==> config.mk <==
export PLATFORM = sky130hd
export DESIGN_NAME = mem_access_ctrl
export DESIGN_NICKNAME = d
export VERILOG_FILES = /design/src/rtl/cpu_pkg.sv /design/src/rtl/wait_counter.sv /design/src/rtl/mem_access_ctrl.sv
export SDC_FILE = /design/constraint.sdc
export NUM_CORES = 1
export LEC_CHECK = 0
export CAP_MARGIN = 20
export CORE_ASPECT_RATIO = 1.2
export CORE_MARGIN = 8
export CORE_UTILIZATION = 42
export CTS_CLUSTER_DIAMETER = 150
export DETAILED_ROUTE_END_ITERATION = 16
export GPL_ROUTABILITY_DRIVEN = 0
export GPL_TIMING_DRIVEN = 1
export PLACE_DENSITY = 0.83
export SLEW_MARGIN = 20
export SYNTH_ARGS = -nofsm -noshare
export SYNTH_HDL_FRONTEND = slang
export SYNTH_SLANG_ARGS = --single-unit
==> constraint.sdc <==
create_clock -name clk -period 2 [get_ports clk]
set_input_delay 0.2 -clock clk [delete_from_list [all_inputs] [get_ports clk]]
set_output_delay 0.2 -clock clk [all_outputs]
set_load 0.02 [all_outputs]
==> src/rtl/cpu_pkg.sv <==
// rtl/cpu_pkg.sv - shared datapath width and memory sequencer state type
package cpu_pkg;

  localparam int WORD_W = 16;

  typedef enum logic [1:0] {IDLE, ACCESS, DONE} mem_state_t;

endpackage

==> src/rtl/wait_counter.sv <==
// rtl/wait_counter.sv - saturating cycle counter with synchronous clear and enable
module wait_counter #(
  parameter int CNT_W = 4
) (
  input  logic             clk,
  input  logic             rst_n,
  input  logic             clear,
  input  logic             enable,
  output logic [CNT_W-1:0] count
);

  localparam logic [CNT_W-1:0] CNT_MAX = '1;

  always_ff @(posedge clk or negedge rst_n) begin
    if (!rst_n) begin
      count <= '0;
    end else if (clear) begin
      count <= '0;
    end else if (enable && (count != CNT_MAX)) begin
      count <= count + 1'b1;
    end
  end

endmodule

==> src/rtl/mem_access_ctrl.sv <==
// rtl/mem_access_ctrl.sv - single-request memory access sequencer with min-wait ack qualification
// Optional access timeout enabled by defining MEM_TIMEOUT_EN.
module mem_access_ctrl
  import cpu_pkg::*;
#(
  parameter int WIDTH    = WORD_W,
  parameter int MIN_WAIT = 1,
  parameter int TIMEOUT  = 15,
  parameter int CNT_W    = 4
) (
  input  logic             clk,
  input  logic             rst_n,
  input  logic             req_valid,
  output logic             req_ready,
  input  logic             req_we,
  input  logic [WIDTH-1:0] req_addr,
  input  logic [WIDTH-1:0] req_wdata,
  output logic             rsp_valid,
  output logic [WIDTH-1:0] rsp_rdata,
  output logic             rsp_err,
  output logic             mem_ce,
  output logic             mem_we,
  output logic [WIDTH-1:0] mem_addr,
  output logic [WIDTH-1:0] mem_wdata,
  input  logic [WIDTH-1:0] mem_rdata,
  input  logic             mem_ack,
  output logic             busy
);

  localparam logic [CNT_W-1:0] MIN_WAIT_C = CNT_W'(MIN_WAIT);

  if ((2 ** CNT_W) <= MIN_WAIT || (2 ** CNT_W) <= TIMEOUT) begin : g_cnt_w_check
    $error("mem_access_ctrl: CNT_W too narrow for MIN_WAIT/TIMEOUT");
  end

  mem_state_t       state;
  logic [CNT_W-1:0] wait_cnt;
  logic             ack_ok;
  logic             timeout_hit;

  // Counter sits at zero while idle so it starts every access from zero.
  wait_counter #(.CNT_W(CNT_W)) u_wait_counter (
    .clk    (clk),
    .rst_n  (rst_n),
    .clear  (state == IDLE),
    .enable (state == ACCESS),
    .count  (wait_cnt)
  );

  assign ack_ok = mem_ack && (wait_cnt >= MIN_WAIT_C);

`ifdef MEM_TIMEOUT_EN
  // Fires in the ACCESS cycle whose closing edge brings the count to TIMEOUT.
  localparam logic [CNT_W-1:0] TIMEOUT_LAST = CNT_W'(TIMEOUT - 1);
  assign timeout_hit = (wait_cnt >= TIMEOUT_LAST);
`else
  assign timeout_hit = 1'b0;
`endif

  always_ff @(posedge clk or negedge rst_n) begin
    if (!rst_n) begin
      state     <= IDLE;
      req_ready <= 1'b1;
      busy      <= 1'b0;
      mem_ce    <= 1'b0;
      mem_we    <= 1'b0;
      mem_addr  <= '0;
      mem_wdata <= '0;
      rsp_valid <= 1'b0;
      rsp_err   <= 1'b0;
      rsp_rdata <= '0;
    end else begin
      rsp_valid <= 1'b0;
      case (state)
        IDLE: begin
          if (req_valid) begin
            state     <= ACCESS;
            req_ready <= 1'b0;
            busy      <= 1'b1;
            mem_ce    <= 1'b1;
            mem_we    <= req_we;
            mem_addr  <= req_addr;
            mem_wdata <= req_wdata;
          end
        end
        ACCESS: begin
          // A qualified ack beats a timeout reached in the same cycle.
          if (ack_ok || timeout_hit) begin
            state     <= DONE;
            mem_ce    <= 1'b0;
            mem_we    <= 1'b0;
            rsp_valid <= 1'b1;
            rsp_err   <= !ack_ok;
            if (ack_ok && !mem_we) begin
              rsp_rdata <= mem_rdata;
            end
          end
        end
        DONE: begin
          state     <= IDLE;
          req_ready <= 1'b1;
          busy      <= 1'b0;
          rsp_err   <= 1'b0;
        end
        default: begin
          state     <= IDLE;
          req_ready <= 1'b1;
          busy      <= 1'b0;
          mem_ce    <= 1'b0;
          mem_we    <= 1'b0;
        end
      endcase
    end
  end

endmodule

* Yosys cells after proc, flatten, opt, wreduce, memory -nomap -nowiden
Index checks and enable logic that the tools add are counted.
** Storage, ports and cells
- Bits of input ports :: 53
- Register bits :: 60
- Logic and storage cells :: 51
- Output and inout port bits :: 54
** Cells by class
- Bitwise logic cells :: 2
- $lt $le $gt $ge :: 1
- Eq/ne operators :: 5
- $add $sub $neg :: 1
- Multiplexer cells :: 17
- Reduce and logical (&&, ||, !) cells :: 14
** Operators by type and width (count)
- two-way mux 4 bit :: 2
- AND reduction 2 bit :: 4
- two-way mux 1 bit :: 7
- one-hot mux 1 bit (2 select lines) :: 3
- one-hot mux 1 bit (3 select lines) :: 2
- AND reduction 3 bit :: 2
- adder 4 x 1 -> 4 bit (second input constant) :: 1
- greater-or-equal comparator 4 x 1 -> 1 bit (second input constant) :: 1
- two-way mux 2 bit :: 2
- inequality test 2 bit (second input constant) :: 2
- inequality test 4 bit (second input constant) :: 1
- one-hot mux 2 bit (2 select lines) :: 1
- nonzero test 2 bit :: 2
- logical AND 1 bit :: 3
- == test 2 x 1 -> 1 bit (second input constant) :: 1
- == test 2 bit (second input constant) :: 1
- zero test 1 bit :: 2
- zero test 2 bit :: 1
- NOT 1 bit :: 2

* Longest topological paths before layout
- Depth after elaboration :: 5
- Gate-level depth with buffers :: 6
- Depth with buffers taken out :: 5

* Hierarchy
Synthesis repeated with hierarchy kept, for this count alone.
** Unflattened totals
- Cell total of the unflattened synthesis :: 150
- Area, all modules :: 2414.8 um2
** By module, submodules not included
- mem_access_ctrl :: cells an instance 130, times used 1, area each 2185.8 um2, sequential area each 1402.6 um2
- wait_counter :: cells an instance 20, times used 1, area each 229.0 um2, sequential area each 100.1 um2

* Worst setup path before layout
OpenSTA, ideal clock, no wires.
- Path type :: flip-flop to flip-flop
- From :: reg u_wait_counter.count[1]
- To :: reg rsp_rdata[0]
- Stages on the path, launching flop included :: 7
- Data required time :: 1.875 ns
- Path buffers :: 1
- Data arrival time :: 1.733 ns
- Period minus slack after synthesis :: 1.858 ns
- Setup time :: 0.125 ns
- Setup slack :: 0.142 ns
- Cell sequence :: dfrtp_1 -> inv_1 -> ha_1 -> or4b_4 -> nand4_4 -> buf_12 -> mux2_4
** Between the ends
- Longest elaborated chain between the ends :: 4
** Ends and longest elaborated chain
- start: declaration :: line wait_counter.sv:9 : output logic [CNT_W-1:0] count
- start signal: assignment :: line wait_counter.sv:20 : count <= count + 1'b1;
- greater-or-equal comparator 4 x 1 -> 1 bit * :: line mem_access_ctrl.sv:50 : assign ack_ok = mem_ack && (wait_cnt >= MIN_WAIT_C);
- logical AND 1 bit * :: line mem_access_ctrl.sv:50
- logical AND 1 bit :: line mem_access_ctrl.sv:94 : if (ack_ok && !mem_we) begin
- AND reduction 3 bit (no source line) *
- end signal: assignment :: line mem_access_ctrl.sv:95 : rsp_rdata <= mem_rdata;
- end: declaration :: line mem_access_ctrl.sv:19 : output logic [WIDTH-1:0] rsp_rdata,
Mark *: on every way between the ends. The rest lies on a longest branch, timed or not.
A chain may end at the register's enable or synchronous reset.

* Worst setup path in the final report
- From :: reg u_wait_counter.count[0]
- To :: reg rsp_rdata[9]
Same word-level chain as after synthesis.

==> results.yml <==
status:
  status: "finished clean"
sta:
  min_period_ns: 1.875
  relSlewSlack: 0.6875
  max_freq_ghz: 0.5333
  slew_viol_final: 0
  hold_violations: 0
  setup-violations-final: 0
  rsz0062_at_grt: "false"
  holdWs_ns: 0.3657
  post-route-period-util: 0.9375
  worstMarginPinSlew_ns: 0.4687
  setup_tns_ns: 0
  finClkSkew_ns: 0.003168
cells_and_area:
  fin_nets: 334
  fin_area_um2: 3802
  fin_util: 0.6799
  area_growth_pct: 57.22
  diodes: 0
  drive_above_1_share: 0.2766
routing:
  finalWirelength_um: 6168
  vias: 1749
  via_per_inst: 5.055
  avgRoutedWirePerCell_um: 17.83
  dr.pass1.iters: 4
  first_iter_violations: 43
  drc: 0
  antenna_left: 0
pwr:
  finalPower_w: 0.006384
  p_leak_nw: 1.640
  power-per-cell-area_nw_per_um2: 1679
  seqPwrFrac: 0.331
  switching_power_w: 0.002233
  internal_power_w: 0.004151
  clkPwrFrac: 0.158
  ir_drop_uv: 934.0
  p_comb_frac: 0.511
  p_sw_frac: 0.3498
floorplan:
  die_area_um2: 8453
  die_y_um: 99.13
  start_util: 0.4324
  fp.dieW_um: 85.28
  fp-row-count: 30
  core-area_um2: 5593
  ios: 107
worst_setup_path:
  path_cells: "ha_1 > or4b_4 > nand4_4 > buf_12 > mux2_2"
  crit_type: "flip-flop to flip-flop"
  arrival_ns: 2.09
  worst_path_max_delay_cell: "or4b_4"
  worstPathMaxFanout: 12
  critPathCaptureType: "flip-flop"
  slowest_delay_ns: 0.51
  setup.worst_path.start_class: "flip-flop"
  required_ns: 2.21
yosys:
  synth_area_um2: 2419
  yosysWarnings: 0
  syn_area_per_cell_um2: 15.31
  synth_area_leaders: "dfrtp_1 (61%), mux2_2 (18%), mux2_4 (6.2%), ha_1 (1.6%), dfstp_2 (1.1%)"
  ys_types: 29
  yosysTopAreaCell: "dfrtp_1"
  netlist.area_leader.share: 0.6105
  synthCells: 158
  seq_area_frac_synth: 0.6213
  syn-num-nets: 214
  synth-seq-cells: 60
clocking:
  cts_buffer_depth: 2
  cts_root_buf: "clkbuf_8"
  insertion_delay_ns: 0.33
  numCtsBuffers: 9
  clkSinkCount: 60
  cts_resized: 0
  cts.htree.levels: 3
  path_clk_slew_ns: 0.06
  cts_tree: "built"
flow_run:
  cap_viol_max_count: 0
place:
  io_buffers: 106
  hpwl_um: 4814
  placed_area_um2: 3577
grt:
  overflow: 0
  grt_start_max_net_pins: 41
  grt_pass1_wl_um: 9956
  grt_pass1_vias: 1957
  grt_usage: 0.1532
  antenna_found_initial: 0
hold_path:
  hp-class: "input pin to async pin"
[critical path, delay by kind of cell (launching register included)]
family | cells | cell delay, ns
AND/OR/NAND/NOR | 2 | 0.66
flip-flops | 1 | 0.39
multiplexers | 1 | 0.34
adder cells (fa/ha/maj) | 1 | 0.20
buffers and inverters | 1 | 0.16
[cell families (layout without fill, tap and decap cells)]
| logic type | Yosys count | in the layout | share of synthesized area |
|---|---|---|---|
| buffers and inverters | 11 | 135 | 0.02587 |
| AOI/OAI and AO/OA | 16 | 16 | 0.04759 |
| muxes | 48 | 48 | 0.2390 |
| and+or+nand+nor | 20 | 20 | 0.05070 |
| DFF | 60 | 60 | 0.6213 |
| adders and majority gates | 3 | 3 | 0.01552 |
[power by group through the flow]
stage / logic (W) / registers, W / clock network [W]
after floorplan: 0.00108 / 0.00279 / 0
after global placement: 0.00320 / 0.00209 / 0
after detailed placement: 0.00327 / 0.00214 / 0
after CTS: 0.00328 / 0.00212 / 0.00104
after global routing: 0.00347 / 0.00219 / 0.00110
final: 0.00326 / 0.00211 / 0.00101
[timing repair]
action,in CTS,in global routing
endpoints found under the setup margin,0,6
hold endpoints to repair,20,0
buffers inserted,0,2
hold buffers,1,0
[path summary, 6_finish.rpt]
kind	from	end	slack (ns)	depth (start not counted)
setup / recovery	u_wait_counter.count[0]	rsp_rdata[9]	0.12	5
hold / removal	rst_n	rsp_rdata[4]	0.37	2
setup reg to reg	u_wait_counter.count[0]	rsp_rdata[9]	0.12	5
hold reg to reg	busy	busy	0.48	1
max in group asynchronous	rst_n	req_ready	1.01	3
min in group clk	busy	busy	0.48	1
[Yosys cell counts, drive strengths merged]
cell and number:
a31oi 1, o31ai 1, o221ai 1, and3 1
dfstp 1, inv 4, nor3b 1, a41o 1
a311o 2, nand4 1, o21ai 3, nand2b 1
nand2 5, a211oi 1, a21o 2, nor3 1
nand3 3, or4b 1, a21oi 3, clkbuf 2
mux2 48, nor2b 2, buf 5, nor2 4
dfrtp 59, a41oi 1, ha 3
[final cells by class]
type / instances / area (µm²)
well taps: 64 / 80.08
clock buffers: 14 / 182.7
multi-input cells: 87 / 858.3
repair buffers: 116 / 1159
fillers: 401 / 1790
inverters: 4 / 15.01
flip-flops and latches: 60 / 1503
clock inverters: 1 / 5.005
[cells in the final DEF, fill, tap and decap left out, drive strengths merged]
| master | n |
|---|---|
| o21ai | 3 |
| nand3 | 3 |
| a41o | 1 |
| nand4 | 1 |
| or4b | 1 |
| dlygate4sd3 | 1 |
| and3 | 1 |
| clkbuf | 14 |
| clkinv | 1 |
| inv | 4 |
| nor3b | 1 |
| dfrtp | 59 |
| ha | 3 |
| nand2 | 5 |
| nor3 | 1 |
| mux2 | 48 |
| nor2b | 2 |
| a41oi | 1 |
| o221ai | 1 |
| nor2 | 4 |
| dfstp | 1 |
| clkdlybuf4s50 | 105 |
| a211oi | 1 |
| a311o | 2 |
| a31oi | 1 |
| nand2b | 1 |
| a21oi | 3 |
| buf | 10 |
| o31ai | 1 |
| a21o | 2 |
[per-stage QoR]
stage / cells / setup slack (ns)
global route: 346 / 0.03292
finish: 346 / 0.1250
CTS: 344 / 0.07209
global placement: 328 / 0.1256
floorplan: 158 / 0.1421
detailed placement: 328 / 0.08087
[state kept, by name, indices dropped and copies added, names as in the netlist]
| register | cells |
|---|---|
| mem_addr | 16 |
| mem_wdata | 16 |
| rsp_rdata | 16 |
| u_wait_counter.count | 4 |
| state | 2 |
| busy | 1 |
| mem_ce | 1 |
| mem_we | 1 |
| req_ready | 1 |
| rsp_err | 1 |
| rsp_valid | 1 |
[per-layer routing]
metal / up-vias / GRT usage / share of wire
li1: 802 / - / -
met1: 866 / 0.1486 / 0.36
met2: 70 / 0.2735 / 0.53
met3: 11 / 0.06353 / 0.084
met4: 0 / 0.07432 / 0.022
met5: - / 0 / 0
(Power assumes the default switching activity.)
